### src/rtl/riscv_pkg.sv
// Shared RISC-V constants for the memory stage: load/store size encodings and
// the data-memory handshake state type.
package riscv_pkg;

    localparam logic [2:0] F3_B  = 3'b000;
    localparam logic [2:0] F3_H  = 3'b001;
    localparam logic [2:0] F3_W  = 3'b010;
    localparam logic [2:0] F3_BU = 3'b100;
    localparam logic [2:0] F3_HU = 3'b101;

    typedef enum logic {
        MEM_IDLE = 1'b0,
        MEM_WAIT = 1'b1
    } mem_state_t;

endpackage

### src/rtl/load_extend.sv
// Selects the addressed byte/half lane of a read word and sign- or zero-extends
// it according to the load's funct3.
module load_extend
    import riscv_pkg::*;
(
    input  logic [31:0] rdata,
    input  logic [1:0]  addr,
    input  logic [2:0]  funct3,
    output logic [31:0] result
);

    logic [7:0]  byte_lane;
    logic [15:0] half_lane;

    always_comb begin
        byte_lane = 8'h00;
        case (addr)
            2'd0: byte_lane = rdata[7:0];
            2'd1: byte_lane = rdata[15:8];
            2'd2: byte_lane = rdata[23:16];
            2'd3: byte_lane = rdata[31:24];
            default: byte_lane = 8'h00;
        endcase
        half_lane = addr[1] ? rdata[31:16] : rdata[15:0];
    end

    // Unsupported funct3 encodings return zero rather than a partial word.
    always_comb begin
        result = 32'h0;
        case (funct3)
            F3_B:    result = {{24{byte_lane[7]}}, byte_lane};
            F3_H:    result = {{16{half_lane[15]}}, half_lane};
            F3_W:    result = rdata;
            F3_BU:   result = {24'h0, byte_lane};
            F3_HU:   result = {16'h0, half_lane};
            default: result = 32'h0;
        endcase
    end

endmodule

### src/rtl/memory_stage.sv
// Pipeline M stage: drives the data-memory request/handshake, stalls the front
// of the pipe while memory is busy, and holds the M/W pipeline register.
module memory_stage
    import riscv_pkg::*;
(
    input  logic        clk,
    input  logic        rst_n,
    input  logic        M_valid,
    input  logic        M_mem_read,
    input  logic        M_mem_write,
    input  logic        M_reg_write,
    input  logic [2:0]  M_funct3,
    input  logic [1:0]  M_rd_src_sel,
    input  logic [4:0]  M_rd_addr,
    input  logic [31:0] M_alu_result,
    input  logic [31:0] M_write_data,
    input  logic [31:0] M_pc_auipc_target,
    input  logic [31:0] M_pc_plus_4,
    output logic        dmem_req,
    output logic        dmem_we,
    output logic [31:0] dmem_addr,
    output logic [3:0]  dmem_be,
    output logic [31:0] dmem_wdata,
    input  logic        dmem_ready,
    input  logic [31:0] dmem_rdata,
    output logic [31:0] W_alu_result,
    output logic [31:0] W_load_ext,
    output logic [31:0] W_pc_auipc_target,
    output logic [31:0] W_pc_plus_4,
    output logic [1:0]  W_rd_src_sel,
    output logic [4:0]  W_rd_addr,
    output logic        W_reg_write,
    output logic        M_stall,
    output logic        M_misaligned
);

    mem_state_t  state;
    mem_state_t  state_next;
    logic        mem_access;
    logic        misaligned_addr;
    logic        misaligned_access;
    logic [31:0] load_result;

    assign mem_access        = M_valid & (M_mem_read | M_mem_write);
    assign misaligned_addr   = ((M_funct3[1:0] == 2'b01) & M_alu_result[0]) |
                               ((M_funct3[1:0] == 2'b10) & (M_alu_result[1:0] != 2'b00));
    assign misaligned_access = mem_access & misaligned_addr;

    // Gating with rst_n keeps the request and stall low while reset is held,
    // even if the upstream stage still presents a memory op.
    assign dmem_req     = rst_n & mem_access & ~misaligned_access;
    assign M_stall      = dmem_req & ~dmem_ready;
    assign M_misaligned = rst_n & misaligned_access;
    assign dmem_we      = M_mem_write;
    assign dmem_addr    = {M_alu_result[31:2], 2'b00};

    always_comb begin
        dmem_be    = 4'b0000;
        dmem_wdata = M_write_data;
        if (M_mem_read) begin
            dmem_be = 4'b1111;
        end else begin
            case (M_funct3)
                F3_B: begin
                    dmem_be    = 4'b0001 << M_alu_result[1:0];
                    dmem_wdata = {4{M_write_data[7:0]}};
                end
                F3_H: begin
                    dmem_be    = M_alu_result[1] ? 4'b1100 : 4'b0011;
                    dmem_wdata = {2{M_write_data[15:0]}};
                end
                F3_W:    dmem_be = 4'b1111;
                default: dmem_be = 4'b0000;
            endcase
        end
    end

    load_extend u_load_extend (
        .rdata  (dmem_rdata),
        .addr   (M_alu_result[1:0]),
        .funct3 (M_funct3),
        .result (load_result)
    );

    always_comb begin
        state_next = state;
        case (state)
            MEM_IDLE: if (dmem_req && !dmem_ready) state_next = MEM_WAIT;
            MEM_WAIT: if (dmem_ready) state_next = MEM_IDLE;
            default:  state_next = MEM_IDLE;
        endcase
    end

    always_ff @(posedge clk or negedge rst_n) begin
        if (!rst_n) state <= MEM_IDLE;
        else        state <= state_next;
    end

    // While stalled only a bubble enters W; the other fields keep their values.
    always_ff @(posedge clk or negedge rst_n) begin
        if (!rst_n) begin
            W_alu_result      <= 32'h0;
            W_load_ext        <= 32'h0;
            W_pc_auipc_target <= 32'h0;
            W_pc_plus_4       <= 32'h0;
            W_rd_src_sel      <= 2'b00;
            W_rd_addr         <= 5'd0;
            W_reg_write       <= 1'b0;
        end else if (M_stall) begin
            W_reg_write <= 1'b0;
        end else begin
            W_alu_result      <= M_alu_result;
            W_load_ext        <= (M_valid && M_mem_read && !misaligned_access) ? load_result : 32'h0;
            W_pc_auipc_target <= M_pc_auipc_target;
            W_pc_plus_4       <= M_pc_plus_4;
            W_rd_src_sel      <= M_rd_src_sel;
            W_rd_addr         <= M_rd_addr;
            W_reg_write       <= M_valid & M_reg_write & ~misaligned_access;
        end
    end

endmodule

### config.mk
export PLATFORM = sky130hd
export DESIGN_NAME = memory_stage
export DESIGN_NICKNAME = d
export VERILOG_FILES = /design/src/rtl/riscv_pkg.sv /design/src/rtl/load_extend.sv /design/src/rtl/memory_stage.sv
export SDC_FILE = /design/constraint.sdc
export NUM_CORES = 1
export LEC_CHECK = 0
export CAP_MARGIN = 20
export CORE_MARGIN = 1
export CORE_UTILIZATION = 25
export DETAILED_ROUTE_END_ITERATION = 12
export PLACE_DENSITY = 0.66
export SETUP_SLACK_MARGIN = 0.15
export SKIP_LAST_GASP = 1
export SLEW_MARGIN = 0
export SYNTH_ARGS = -nofsm -noshare
export SYNTH_HDL_FRONTEND = slang
export SYNTH_SLANG_ARGS = --single-unit
### constraint.sdc
create_clock -name clk -period 3.1 [get_ports clk]
set_input_delay 0.62 -clock clk [delete_from_list [all_inputs] [get_ports clk]]
set_output_delay 0.62 -clock clk [all_outputs]
set_load 0.05 [all_outputs]
==> results.md, run 1 <==
- Avg WL per Cell: 18.4 µm
- CTS Buffer Depth: 2
- Initial antenna violation count: 0
- Max Slew Vio Count: 0
- Setup crit end: dmem_req
- Later-pin clock latency in the skew report: 0.41 ns
- Cts hold-fix bufs: 0
- Clk_skew: 0 ns
- Reg clk slew, reported paths: 0.08 ns
- Flops & latches, synth: 136
- Vias in the first global route: 5608
- Syn Inst Count: 491
- CTS tree: done
- Die Span Y: 167 µm
- Leakage power: 5.02 nW
- Final setup vio count: 0
- Core Footprint: 0.0264 mm²
- R2R Setup Slk: 2.28 ns
- R2r startpoint: W_alu_result[0]$_DFFE_PN0P_
- Worst-path fanout max: 15
- Finished Cell Area: 0.0114 mm²
- Area occupied by multi-input gates: 0.00285 mm²
- CP startpoint: M_funct3[1]
- Max-Cap Viols: 0
- Clk sinks: 136
- Minimum clock period: 2.85 ns
- Most common cell after layout, fill and taps aside: clkdlybuf4s50_1
- Setup TNS: 0 ns
- Synthesized area: 0.00679 mm²
- Critical path data arrival time: 2.23 ns
- Initial core utilization: 0.258
- Post-DRT Antenna Nets: 0
- First-pass GRT wire length: 34.0 mm
- YS warnings: 0
- Share of cells above drive strength 1: 0.267
- Net Sw Power: 1.89 mW
- Crit Reg-Reg Endpoint: W_alu_result[0]$_DFFE_PN0P_
- Cell Rows: 59
- Filler cell count in the final layout: 2426
- Logic gate share of total power: 0.280
- Pwr dens: 490 mW/mm²
- Synth area leader: dfrtp_1
- H-tree depth: 4
- DIE WIDTH: 167 µm
- CP Class: in -> out
- Pre-antenna DRT Iters: 5
- GRT overflow: 0
- Placed inst area: 0.0108 mm²
- Commonest cells after routing, fill and taps aside: clkdlybuf4s50_1 (346), dfrtp_1 (136), mux2_4 (79)
- Crit start category: input pin
- Pin count of the biggest net entering global routing: 67
- Worst-margin pin slew: 0.849 ns
- Total track usage: 0.158
- HP Class: in -> async
- Top cells by area, synth: dfrtp_1 (50%), mux2_4 (17%), mux2_2 (8.1%)
- Power Internal: 3.71 mW
- Num CTS Buffers: 17
- RSZ-0062 raised after global routing: no
- Max_slew headroom: 0.434
- Remaining routing DRC violations: 0
- Final count of hold timing violations: 0
- Area grow syn2layout: 68.2%
- Ant diodes: 0
- Vias: 5356
- Post-synth top area share: 0.501
- Max rail drop VDD: 0.326 mV
- Clock Power Share: 0.375
- GP Congestion: 0.820
- Seq/Total Area, Yosys: 0.501
- Setup crit end kind: output pin
- # IOs: 385
- CTS root buffer: clkbuf_16
- Util after Layout: 0.433
- Status: complete, no violations
- Tcrit/Tclk final: 0.920
- Die area: 0.0278 mm²
- Sequential power share: 0.345
- Port-buffer cells: 382
- Nets: 1017
- Post-synthesis average cell area: 13.8 µm²
- CP required: 2.48 ns
- Reg2reg path depth: 1
- Cell variety after synth: 41
- Max Freq: 0.351 GHz
- Register Area: 0.00340 mm²
- Post-DP HPWL: 16.5 mm
- Sw Ratio: 0.338
- Vias per cell: 4.51
- Post-CTS Setup Bufs: 0
- DRT Wirelength: 21.9 mm
- 1st-iter DRT viols: 329
[flip-flops by register name, indices dropped and copies added, names as in the netlist]
signal / count
W_reg_write: 1
W_rd_addr: 5
W_load_ext: 32
W_alu_result: 32
W_pc_plus_4: 32
W_rd_src_sel: 2
W_pc_auipc_target: 32
[power groups by stage]
stage,combinational (mW),sequential (mW),clock [mW]
after detailed placement,1.57,1.96,0
after CTS,1.58,1.93,2.17
after floorplan,0.549,2.32,0
after global placement,1.57,1.96,0
after global routing,1.63,1.94,2.25
final,1.57,1.93,2.10
[worst max-delay path, stage by stage]
cell and delay (ns):
clkdlybuf4s50_1 0.50, buf_4 0.23, nor2b_4 0.32, o2bb2ai_1 0.26, nor2_1 0.09, buf_4 0.20
[cells in the mapped netlist]
| master | number |
|---|---|
| buf_2 | 11 |
| nor3b_2 | 1 |
| a22o_1 | 16 |
| a221oi_1 | 7 |
| and2b_1 | 1 |
| a311oi_1 | 1 |
| o21bai_1 | 1 |
| a2bb2oi_4 | 1 |
| nor3_2 | 2 |
| nand2_1 | 17 |
| mux2_2 | 49 |
| clkbuf_1 | 7 |
| o2bb2ai_2 | 2 |
| or2_2 | 1 |
| nor2b_4 | 1 |
| nand3_1 | 18 |
| conb_1 | 1 |
| inv_2 | 1 |
| buf_6 | 13 |
| nor2b_1 | 2 |
| nor3_1 | 1 |
| or3_1 | 1 |
| dfrtp_1 | 136 |
| nor2_1 | 16 |
| a21oi_1 | 9 |
| nor3b_1 | 2 |
| mux4_1 | 1 |
| and2_1 | 2 |
| and4_1 | 1 |
| mux2_4 | 79 |
| nor4_4 | 1 |
| o2bb2ai_1 | 15 |
| nor2_4 | 1 |
| buf_4 | 43 |
| a222oi_1 | 8 |
| o211ai_2 | 1 |
| o21ai_0 | 6 |
| nand2_2 | 1 |
| o21a_1 | 1 |
| mux2i_1 | 8 |
| nand2b_1 | 5 |
[final cells by class]
| class | instances | share of cell area |
|---|---|---|
| tap | 335 | 0.0367 |
| multi-input combinational | 281 | 0.250 |
| inverter | 1 | 0.000329 |
| timing repair buffer | 403 | 0.363 |
| sequential | 136 | 0.298 |
| clock inverter | 15 | 0.0154 |
| clock buffer | 17 | 0.0372 |
[repair_timing]
| action | in CTS | in global routing |
|---|---|---|
| hold endpoints to repair | 0 | 0 |
| setup endpoints to repair | 0 | 15 |
| resized for setup | 0 | 2 |
[how the worst min path moves through the flow]
stage | from | to | slack, ns | cells past startpoint
2_1_floorplan | rst_n | W_alu_result[0]$_DFFE_PN0P_ | 0.32 | 0
3_3_place_gp | W_load_ext[15]$_DFFE_PN0P_ | W_load_ext[15]$_DFFE_PN0P_ | 0.48 | 1
3_5_place_dp | W_load_ext[5]$_DFFE_PN0P_ | W_load_ext[5]$_DFFE_PN0P_ | 0.48 | 1
4_1_cts | rst_n | W_alu_result[8]$_DFFE_PN0P_ | 0.08 | 1
5_1_grt | rst_n | W_rd_addr[4]$_DFFE_PN0P_ | 0.09 | 1
6_report | rst_n | W_pc_plus_4[11]$_DFFE_PN0P_ | 0.1 | 1
[layer usage]
layer  GRT usage  share of wire
met1       0.199           0.43
met2       0.262           0.49
met3      0.0511          0.077
met4      0.0346         0.0065
met5           0              0
[stage by stage]
step	setup WS (ns)	hold WS (ns)	cells	power (mW)
3_5_place_dp	0.171	0.478	1156	3.54
2_1_floorplan	0.238	0.324	492	2.87
4_1_cts	0.169	0.0836	1188	5.68
6_report	0.249	0.0988	1188	5.60
5_1_grt	0.168	0.0914	1188	5.82
3_3_place_gp	0.220	0.475	1156	3.53
[logic make-up after synthesis]
| family | share of synthesized area |
|---|---|
| AOI/OAI and AO/OA | 0.0855 |
| buffers and inverters | 0.0816 |
| DFF | 0.501 |
| muxes | 0.272 |
| other | 0.000552 |
| and+or+nand+nor | 0.0595 |
(Power assumes the default switching activity.)
==> inputs of run 2 (changes only) <==
--- a/config.mk
+++ b/config.mk
@@ -6,10 +6,12 @@
 export NUM_CORES = 1
 export LEC_CHECK = 0
 export CAP_MARGIN = 20
+export CELL_PAD_IN_SITES_DETAIL_PLACEMENT = 1
+export CELL_PAD_IN_SITES_GLOBAL_PLACEMENT = 1
 export CORE_MARGIN = 1
 export CORE_UTILIZATION = 25
 export DETAILED_ROUTE_END_ITERATION = 12
-export PLACE_DENSITY = 0.66
+export PLACE_DENSITY = 0.81
 export SETUP_SLACK_MARGIN = 0.15
 export SKIP_LAST_GASP = 1
 export SLEW_MARGIN = 0
==> run 2 against run 1 <==
Effect of this change:
- via count rose by 0.99%
- largest power group unchanged
- sequential power barely moved
- combinational power barely moved
- critical endpoint is now dmem_wdata[13]
- flip-flop and latch count did not move
- core utilization rose by 0.17 points
- first-iteration DRC count fell by 1.2%
- design area rose by 0.39%
- die area did not move
==> results.md, run 2 (same netlist as run 1, synthesis figures left out) <==
- Status: complete, no violations
- Max-Cap Viols: 0
- HP Class: in -> async
- Worst-path fanout max: 6
- CP Class: in -> out
- Setup crit end kind: output pin
- Max_slew headroom: 0.383
- Area grow syn2layout: 68.9%
- Nets: 1018
- CP startpoint: M_funct3[0]
- Crit path cell chain: clkdlybuf4s50_1 > nor4_4 > buf_4 > mux2_2 > buf_4
- Vias: 5409
- Max rail drop VDD: 0.306 mV
- Crit start category: input pin
- R2R Setup Slk: 2.30 ns
- Port-buffer cells: 382
- Final count of hold timing violations: 0
- Pwr dens: 479 mW/mm²
- Register Area: 0.00340 mm²
- Die Span Y: 167 µm
- 1st-iter DRT viols: 325
- Minimum clock period: 2.89 ns
- Clk_skew: 0 ns
- Tcrit/Tclk final: 0.933
- Critical path data arrival time: 2.27 ns
- Post-DRT Antenna Nets: 0
- Filler cell count in the final layout: 2753
- Most frequent CP cell: buf_4
- Area occupied by multi-input gates: 0.00285 mm²
- Placed cell count: 1154
- Total track usage: 0.167
- Pre-antenna DRT Iters: 7
- Pin count of the biggest net entering global routing: 137
- Cts hold-fix bufs: 0
- Share of cells above drive strength 1: 0.269
- Reg2reg path depth: 1
- # IOs: 385
- Cell Rows: 59
- R2r startpoint: W_pc_plus_4[2]$_DFFE_PN0P_
- Setup crit end: dmem_wdata[13]
- CTS root buffer: clkbuf_16
- Vias in the first global route: 5879
- DIE WIDTH: 167 µm
- Setup TNS: 0 ns
- GP Congestion: 0.832
- First-pass GRT wire length: 35.7 mm
- Fin cells: 1190
- H-tree depth: 4
- Vias per cell: 4.55
- Slowest CP cell: clkdlybuf4s50_1
- Num CTS Buffers: 17
- Post-DP HPWL: 18.0 mm
- Crit Reg-Reg Endpoint: W_pc_plus_4[2]$_DFFE_PN0P_
- CP required: 2.48 ns
- Final setup vio count: 0
- Remaining routing DRC violations: 0
- GRT overflow: 0
- Die area: 0.0278 mm²
- Initial antenna violation count: 1
- CTS Buffer Depth: 2
- Commonest cells after routing, fill and taps aside: clkdlybuf4s50_1 (345), dfrtp_1 (136), mux2_4 (79)
- Core Footprint: 0.0264 mm²
- Most common cell after layout, fill and taps aside: clkdlybuf4s50_1
- DRT Wirelength: 23.4 mm
- Max Freq: 0.346 GHz
- Clk sinks: 136
- Leakage power: 5.03 nW
- RSZ-0062 raised after global routing: yes
- Worst path max stage delay: 0.50 ns
- Avg WL per Cell: 19.6 µm
- Util after Layout: 0.435
- CTS tree: done
- Reg clk slew, reported paths: 0.06 ns
- Worst-margin pin slew: 0.921 ns
- Max Slew Vio Count: 0
- Later-pin clock latency in the skew report: 0.41 ns
- Initial core utilization: 0.258
-- run 2: cell types whose count changed in the layout (fill, tap and decap cells not counted), moves of 2 or more --
| cell | delta |
|---|---|
| buf_4 | -4 |
| buf_12 | +7 |
| dlymetal6s2s_1 | -2 |
| inv_8 | -2 |
| inv_6 | +2 |
-- run 2: cell type report --
class                           instances  area share
Antenna cell                            1    0.000218
Clock buffer                           18      0.0374
Clock inverter                         14      0.0115
Inverter                                1    0.000327
Multi-Input combinational cell        281       0.249
Sequential cell                       136       0.297
Tap cell                              335      0.0366
Timing Repair Buffer                  404       0.369
-- run 2: worst min-delay path by stage --
| stage | from | endpoint | slack (ns) | depth (start not counted) |
|---|---|---|---|---|
| floorplan | rst_n | W_alu_result[0]$_DFFE_PN0P_ | 0.32 | 0 |
| global placement | W_load_ext[2]$_DFFE_PN0P_ | W_load_ext[2]$_DFFE_PN0P_ | 0.48 | 1 |
| detailed placement | W_load_ext[5]$_DFFE_PN0P_ | W_load_ext[5]$_DFFE_PN0P_ | 0.48 | 1 |
| CTS | rst_n | W_load_ext[23]$_DFFE_PN0P_ | 0.37 | 2 |
| global route | rst_n | W_load_ext[23]$_DFFE_PN0P_ | 0.40 | 2 |
| finish | rst_n | W_load_ext[7]$_DFFE_PN0P_ | 0.25 | 2 |
-- run 2: timing repair --
action	CTS	global route
resized for setup	1	0
endpoints found under the setup margin	14	8
pin swaps	0	1
buffers inserted	0	3
-- run 2: through the flow --
step | total power, mW | hold WS, ns | worst slack [ns] | area [µm²]
2_1_floorplan | 2.87 | 0.324 | 0.238 | 6790
3_3_place_gp | 3.54 | 0.481 | 0.127 | 10900
3_5_place_dp | 3.57 | 0.477 | 0.107 | 10900
4_1_cts | 5.57 | 0.367 | 0.167 | 11400
5_1_grt | 5.69 | 0.398 | 0.115 | 11500
6_report | 5.49 | 0.248 | 0.207 | 11500
-- run 2: critical path, delay by kind of cell --
kind	cells	cell delay, ns
muxes	1	0.34
and+or+nand+nor	1	0.39
buffers and inverters	3	0.91
-- run 2: routing by layer --
layer  share of wire  vias to the layer above  wire length (µm)  global-route usage
met1            0.40                     2667              9300               0.190
met3           0.082                       26              1920              0.0585
li1                -                     2448                 -                   -
met5               0                        -                 0                   0
met4           0.017                        0               396              0.0475
met2            0.50                      268             11800               0.293
-- run 2: report_power, final --
part | internal (mW) | switching, mW | total (mW)
sequential | 1.87 | 0.0578 | 1.93
clock | 1.06 | 0.906 | 1.97
combinational | 0.694 | 0.899 | 1.59
total | 3.63 | 1.86 | 5.49
